$ cat config.mk
export PLATFORM = sky130hd
export DESIGN_NAME = if_fetch_queue_flat
export DESIGN_NICKNAME = d
export VERILOG_FILES = /design/src/rtl/if_fetch_queue_if.sv /design/src/rtl/if_fetch_queue.sv /design/src/flat_wrapper.sv
export SDC_FILE = /design/constraint.sdc
export NUM_CORES = 1
export LEC_CHECK = 0
export CORE_MARGIN = 2
export CORE_UTILIZATION = 25
export CTS_CLUSTER_DIAMETER = 80
export DETAILED_ROUTE_END_ITERATION = 8
export DONT_BUFFER_PORTS = 1
export GPL_ROUTABILITY_DRIVEN = 0
export GPL_TIMING_DRIVEN = 0
export SLEW_MARGIN = 30
export SYNTH_ARGS = -nofsm -noshare
export SYNTH_HDL_FRONTEND = slang
export SYNTH_SLANG_ARGS = --single-unit
$ cat constraint.sdc
create_clock -name clk_i -period 14.55 [get_ports clk_i]
set_input_delay 4.365 -clock clk_i [delete_from_list [all_inputs] [get_ports clk_i]]
set_output_delay 4.365 -clock clk_i [all_outputs]
set_load 0.02 [all_outputs]
$ cat src/rtl/if_fetch_queue_if.sv
// Instruction-memory request bus between the fetch queue (master) and instruction memory (slave).
interface if_fetch_queue_if #(
  parameter int ADDR_W = 32,
  parameter int DATA_W = 32
);
  logic              imem_req_o;
  logic [ADDR_W-1:0] imem_addr_o;
  logic              imem_ack_i;
  logic [DATA_W-1:0] imem_data_i;

  modport master (
    output imem_req_o,
    output imem_addr_o,
    input  imem_ack_i,
    input  imem_data_i
  );

  modport slave (
    input  imem_req_o,
    input  imem_addr_o,
    output imem_ack_i,
    output imem_data_i
  );
endinterface

$ cat src/rtl/if_fetch_queue.sv
// Fetch stage: one outstanding imem request, results queued with their PCs in a DEPTH-entry FIFO.
// Define FETCH_BYPASS_EN to present an ack'd instruction on the outputs in the same cycle when empty.
module if_fetch_queue #(
  parameter int DEPTH  = 2,
  parameter int ADDR_W = 32,
  parameter int DATA_W = 32
) (
  input  logic                    clk_i,
  input  logic                    rst_i,
  input  logic                    start_i,
  input  logic [ADDR_W-1:0]       pc_i,
  output logic                    pc_advance_o,
  input  logic                    flush_i,
  input  logic                    stall_i,
  if_fetch_queue_if.master        imem,
  output logic                    inst_valid_o,
  output logic [DATA_W-1:0]       inst_o,
  output logic [ADDR_W-1:0]       inst_pc_o,
  output logic [1:0]              state_o,
  output logic [$clog2(DEPTH):0]  count_o
);
  // Handshakes: imem_req_o rises with a stable imem_addr_o and holds until the single-cycle
  // imem_ack_i; the head entry transfers to ID on any cycle with inst_valid_o & ~stall_i & ~flush_i.
  localparam int PW = $clog2(DEPTH);
  localparam int CW = PW + 1;

  typedef enum logic [1:0] {
    IDLE  = 2'd0,
    REQ   = 2'd1,
    DRAIN = 2'd2
  } state_t;

  state_t            r_state;
  logic              r_req;
  logic [ADDR_W-1:0] r_addr;
  logic [DATA_W-1:0] r_inst_mem [DEPTH];
  logic [ADDR_W-1:0] r_pc_mem   [DEPTH];
  logic [PW-1:0]     r_wptr;
  logic [PW-1:0]     r_rptr;
  logic [CW-1:0]     r_count;

  logic w_issue;
  logic w_ack_ok;
  logic w_empty;
  logic w_bypass;
  logic w_valid;
  logic w_pop;
  logic w_fifo_pop;
  logic w_push;

  // Reset gates issue so the PC register cannot advance while the stage is being cleared.
  assign w_issue  = (r_state == IDLE) & start_i & ~flush_i & (r_count < CW'(DEPTH)) & ~rst_i;
  assign w_ack_ok = (r_state == REQ) & imem.imem_ack_i & ~flush_i;
  assign w_empty  = (r_count == '0);

`ifdef FETCH_BYPASS_EN
  assign w_bypass = w_ack_ok & w_empty;
`else
  assign w_bypass = 1'b0;
`endif

  assign w_valid    = ~w_empty | w_bypass;
  assign w_pop      = w_valid & ~stall_i & ~flush_i;
  // A bypassed instruction consumed this cycle never touches the storage.
  assign w_fifo_pop = w_pop & ~w_empty;
  assign w_push     = w_ack_ok & ~(w_bypass & ~stall_i);

  assign pc_advance_o     = w_issue;
  assign imem.imem_req_o  = r_req;
  assign imem.imem_addr_o = r_addr;
  assign inst_valid_o     = w_valid;
  assign inst_o           = w_bypass ? imem.imem_data_i : r_inst_mem[r_rptr];
  assign inst_pc_o        = w_bypass ? r_addr : r_pc_mem[r_rptr];
  assign state_o          = r_state;
  assign count_o          = r_count;

  always_ff @(posedge clk_i or posedge rst_i) begin
    if (rst_i) begin
      r_state <= IDLE;
      r_req   <= 1'b0;
      r_addr  <= '0;
    end else begin
      case (r_state)
        IDLE: begin
          if (w_issue) begin
            r_addr  <= pc_i;
            r_req   <= 1'b1;
            r_state <= REQ;
          end
        end
        REQ: begin
          if (imem.imem_ack_i) begin
            r_req   <= 1'b0;
            r_state <= IDLE;
          end else if (flush_i) begin
            r_state <= DRAIN;
          end
        end
        DRAIN: begin
          if (imem.imem_ack_i) begin
            r_req   <= 1'b0;
            r_state <= IDLE;
          end
        end
        default: begin
          r_req   <= 1'b0;
          r_state <= IDLE;
        end
      endcase
    end
  end

  always_ff @(posedge clk_i or posedge rst_i) begin
    if (rst_i) begin
      r_wptr  <= '0;
      r_rptr  <= '0;
      r_count <= '0;
      for (int i = 0; i < DEPTH; i++) begin
        r_inst_mem[i] <= '0;
        r_pc_mem[i]   <= '0;
      end
    end else if (flush_i) begin
      r_wptr  <= '0;
      r_rptr  <= '0;
      r_count <= '0;
    end else begin
      if (w_push) begin
        r_inst_mem[r_wptr] <= imem.imem_data_i;
        r_pc_mem[r_wptr]   <= r_addr;
        r_wptr             <= r_wptr + PW'(1);
      end
      if (w_fifo_pop) begin
        r_rptr <= r_rptr + PW'(1);
      end
      case ({w_push, w_fifo_pop})
        2'b10:   r_count <= r_count + CW'(1);
        2'b01:   r_count <= r_count - CW'(1);
        default: r_count <= r_count;
      endcase
    end
  end
endmodule

$ cat src/flat_wrapper.sv
// flat-port wrapper written by rule: the top's interface ports become plain ports
module if_fetch_queue_flat 
#(
  parameter int DEPTH  = 2,
  parameter int ADDR_W = 32,
  parameter int DATA_W = 32
)
  (clk_i, rst_i, start_i, pc_i, pc_advance_o, flush_i, stall_i, inst_valid_o, inst_o, inst_pc_o, state_o, count_o, imem_imem_req_o, imem_imem_addr_o, imem_imem_ack_i, imem_imem_data_i);
  if_fetch_queue_if #(.ADDR_W(ADDR_W), .DATA_W(DATA_W)) imem_i ();
  input  logic clk_i;
  input  logic rst_i;
  input  logic start_i;
  input  logic [ADDR_W-1:0] pc_i;
  output logic pc_advance_o;
  input  logic flush_i;
  input  logic stall_i;
  output logic inst_valid_o;
  output logic [DATA_W-1:0] inst_o;
  output logic [ADDR_W-1:0] inst_pc_o;
  output logic [1:0] state_o;
  output logic [$clog2(DEPTH):0] count_o;
  output wire logic [$bits(imem_i.imem_req_o)-1:0] imem_imem_req_o;
  output wire logic [$bits(imem_i.imem_addr_o)-1:0] imem_imem_addr_o;
  input wire logic [$bits(imem_i.imem_ack_i)-1:0] imem_imem_ack_i;
  input wire logic [$bits(imem_i.imem_data_i)-1:0] imem_imem_data_i;
  assign imem_imem_req_o = imem_i.imem_req_o;
  assign imem_imem_addr_o = imem_i.imem_addr_o;
  assign imem_i.imem_ack_i = imem_imem_ack_i;
  assign imem_i.imem_data_i = imem_imem_data_i;
  if_fetch_queue #(.DEPTH(DEPTH), .ADDR_W(ADDR_W), .DATA_W(DATA_W)) u_core (.clk_i(clk_i), .rst_i(rst_i), .start_i(start_i), .pc_i(pc_i), .pc_advance_o(pc_advance_o), .flush_i(flush_i), .stall_i(stall_i), .imem(imem_i), .inst_valid_o(inst_valid_o), .inst_o(inst_o), .inst_pc_o(inst_pc_o), .state_o(state_o), .count_o(count_o));
endmodule
==> impl_metrics.yaml <==
final_layout:
  instances_no_fill: 872
  nets: 549
  layout_commonest_cell: "mux2_2"
  drive_gt1_share_pct: 57.8
  n_antenna_cell: 0
  final_cell_mix: "220 x mux2_2, 167 x dfrtp_1, 17 x clkbuf_16"
  syn2layout_area_growth_pct: 15.6
drt:
  vias: 3773
  wirelength_um: 17000
  routed_via_density: 4.33
  drcViolationCount: 0
  wire_per_inst_um: 19.4
  drtIter0Drc: 110
  ant_nets: 0
  first_pass_iters: 4
clock_network:
  clkLatencyLatePin_ns: 0.42
  cts_root_buf: "clkbuf_16"
  cts_buffer_depth: 2
  cts_resized: 0
  clkTransAtPathRegs_ns: 0.07
  cts_tree: "done"
  clock_sinks: 167
  post_cts_buffers: 0
  htreeDepth: 4
  cts-buffers-inserted: 17
  ctsHoldBuffers: 0
global_routing:
  grt_overflow_total: 0
  grt_pass1_vias: 4296
  track_usage_pct: 11.5
  antenna_found_initial: 1
  grt_pass1_wl_um: 26200
  grt_max_degree: 93
timing:
  worst_slew_pin_slew_ns: 0.815
  slew_headroom_pct: 45.5
  final_max_slew_viol_count: 0
  hold_violations: 0
  fin_skew_ns: 0.0109
  setup_viol: 0
  min_period_ns: 9.82
  fmax_mhz: 102
  fin_crit_sh_pct: 67.5
  rsz0062_at_grt: "false"
  setup_slack_ns: 4.73
  tns_ns: 0
worst_setup_path:
  end_kind: "primary output"
  r2r_cells: 6
  worstPathRequired_ns: 10.18
  startpoint: "flush_i"
  ff2ff_setup_slack_ns: 12.05
  startpoint_type: "primary input"
  arrival_ns: 5.46
  path_class: "in -> out"
  crit_fanout: 10
  reg2reg_to: "u_core.r_pc_mem[46]"
  r2r-start: "u_core.state_o[1]"
placed_design:
  io_buffer_count: 0
  dp_slack_ns: 4.69
  dp_hpwl_um: 11900
  dp_cells: 840
hold_path:
  hold_depth: 1
  holdPathEnd: "u_core.r_pc_mem[50]"
  hold_class: "reg -> reg"
  min_from: "u_core.r_pc_mem[50]"
synth:
  synth_cells: 455
  yosys_warnings: 0
  seq_area_frac_synth_pct: 57.9
  synth_top_flop_cell: "dfrtp_1"
  synth_edf_count: 0
  syn_area_um2: 7210
  ys_async_sr_fraction_pct: 100
  avgSynthCellArea_um2: 15.9
  synthesis.nets: 529
  ys_ff_latch: 167
  synth.distinct_cells: 27
power_and_ir_drop:
  leakage_nw: 3.66
  peakVddDrop_mv: 0.101
  p_per_area_nw_per_um2: 235
job:
  drv_cap: 0
floorplanning:
  dieArea_um2: 30200
  die_h_um: 174
  start_util_pct: 25.3
  num_rows: 62
  io_pins: 173
  fp.dieW_um: 174
  core-area_um2: 28500
status:
  status: "completed"
==> kinds of logic (layout without fill, tap and decap cells) <==
kind of cell,count (synthesis),after routing,share of synthesized area [%]
adders and majority gates,4,4,0.694
buffers and inverters,29,62,3.26
and+or+nand+nor,17,17,1.79
DFF,167,167,57.9
muxes,225,225,35.1
AOI/OAI and AO/OA,10,10,0.815
xor gates and xnor gates,3,3,0.364
==> registers in the layout (all words and copies together) (netlist names) <==
register / flops
u_core.state_o: 2
u_core.imem.imem_addr_o: 32
u_core.imem.imem_req_o: 1
u_core.r_pc_mem: 64
u_core.r_wptr: 1
u_core.r_rptr: 1
u_core.r_inst_mem: 64
u_core.count_o: 2
==> metal layers <==
metal	track usage, %	vias up	share of wire, %
met3	4.63	16	7.0
met1	13.8	1962	42
met2	19.3	122	50
met4	2.98	2	0.94
met5	0	-	0.11
li1	-	1671	-
==> synthesized netlist by cell type (all sizes together), types with 2 or more instances <==
library cell	number	area (µm²)
inv	6	22.5
dfrtp	167	4180
a21oi	3	15.0
buf	21	205
ha	4	50.1
nor3	2	21.3
clkbuf	2	7.51
nand2	4	25.0
nor2	4	15.0
o21ai	4	20.0
mux2	225	2530
nor2b	2	12.5
xnor2	2	17.5
==> critical path: stages <==
cell and delay [ns]:
buf_6 0.12, nor4b_4 0.41, nand2_4 0.20, buf_6 0.20, inv_1 0.16
==> worst max-delay path by stage <==
stage                                to  slack (ns)  cells after the start
global route               pc_advance_o        4.64                      5
CTS                        pc_advance_o        4.69                      5
global placement    u_core.r_pc_mem[10]        4.31                      1
finish                     pc_advance_o        4.73                      5
detailed placement         pc_advance_o        4.69                      5
floorplan                  pc_advance_o        4.93                      5
==> per-stage QoR <==
step	instance area, µm²	hold slack (ns)	power, mW	util, %
2_1_floorplan	7210	0.454	1.37	-
3_3_place_gp	7690	0.464	1.47	26.9
3_5_place_dp	7730	0.478	1.51	27.1
4_1_cts	8340	0.494	1.99	29.2
5_1_grt	8340	0.512	2.07	29.2
6_report	8340	0.492	1.96	29.2
==> final cells by class <==
type	instances	area [µm²]
clock buffer	19	453
tap	384	480
fill	2897	20200
multi-input combinational	259	2800
sequential	167	4180
inverter	6	30.0
timing repair buffer	1	27.5
clock inverter	13	159
buffer	23	214
==> report_power, final <==
| part | switching, mW | total (mW) | internal (mW) |
|---|---|---|---|
| Sequential | 0.204 | 0.889 | 0.685 |
| Clock | 0.201 | 0.470 | 0.268 |
| Combinational | 0.315 | 0.604 | 0.289 |
Power figures use the tool's default switching activity.
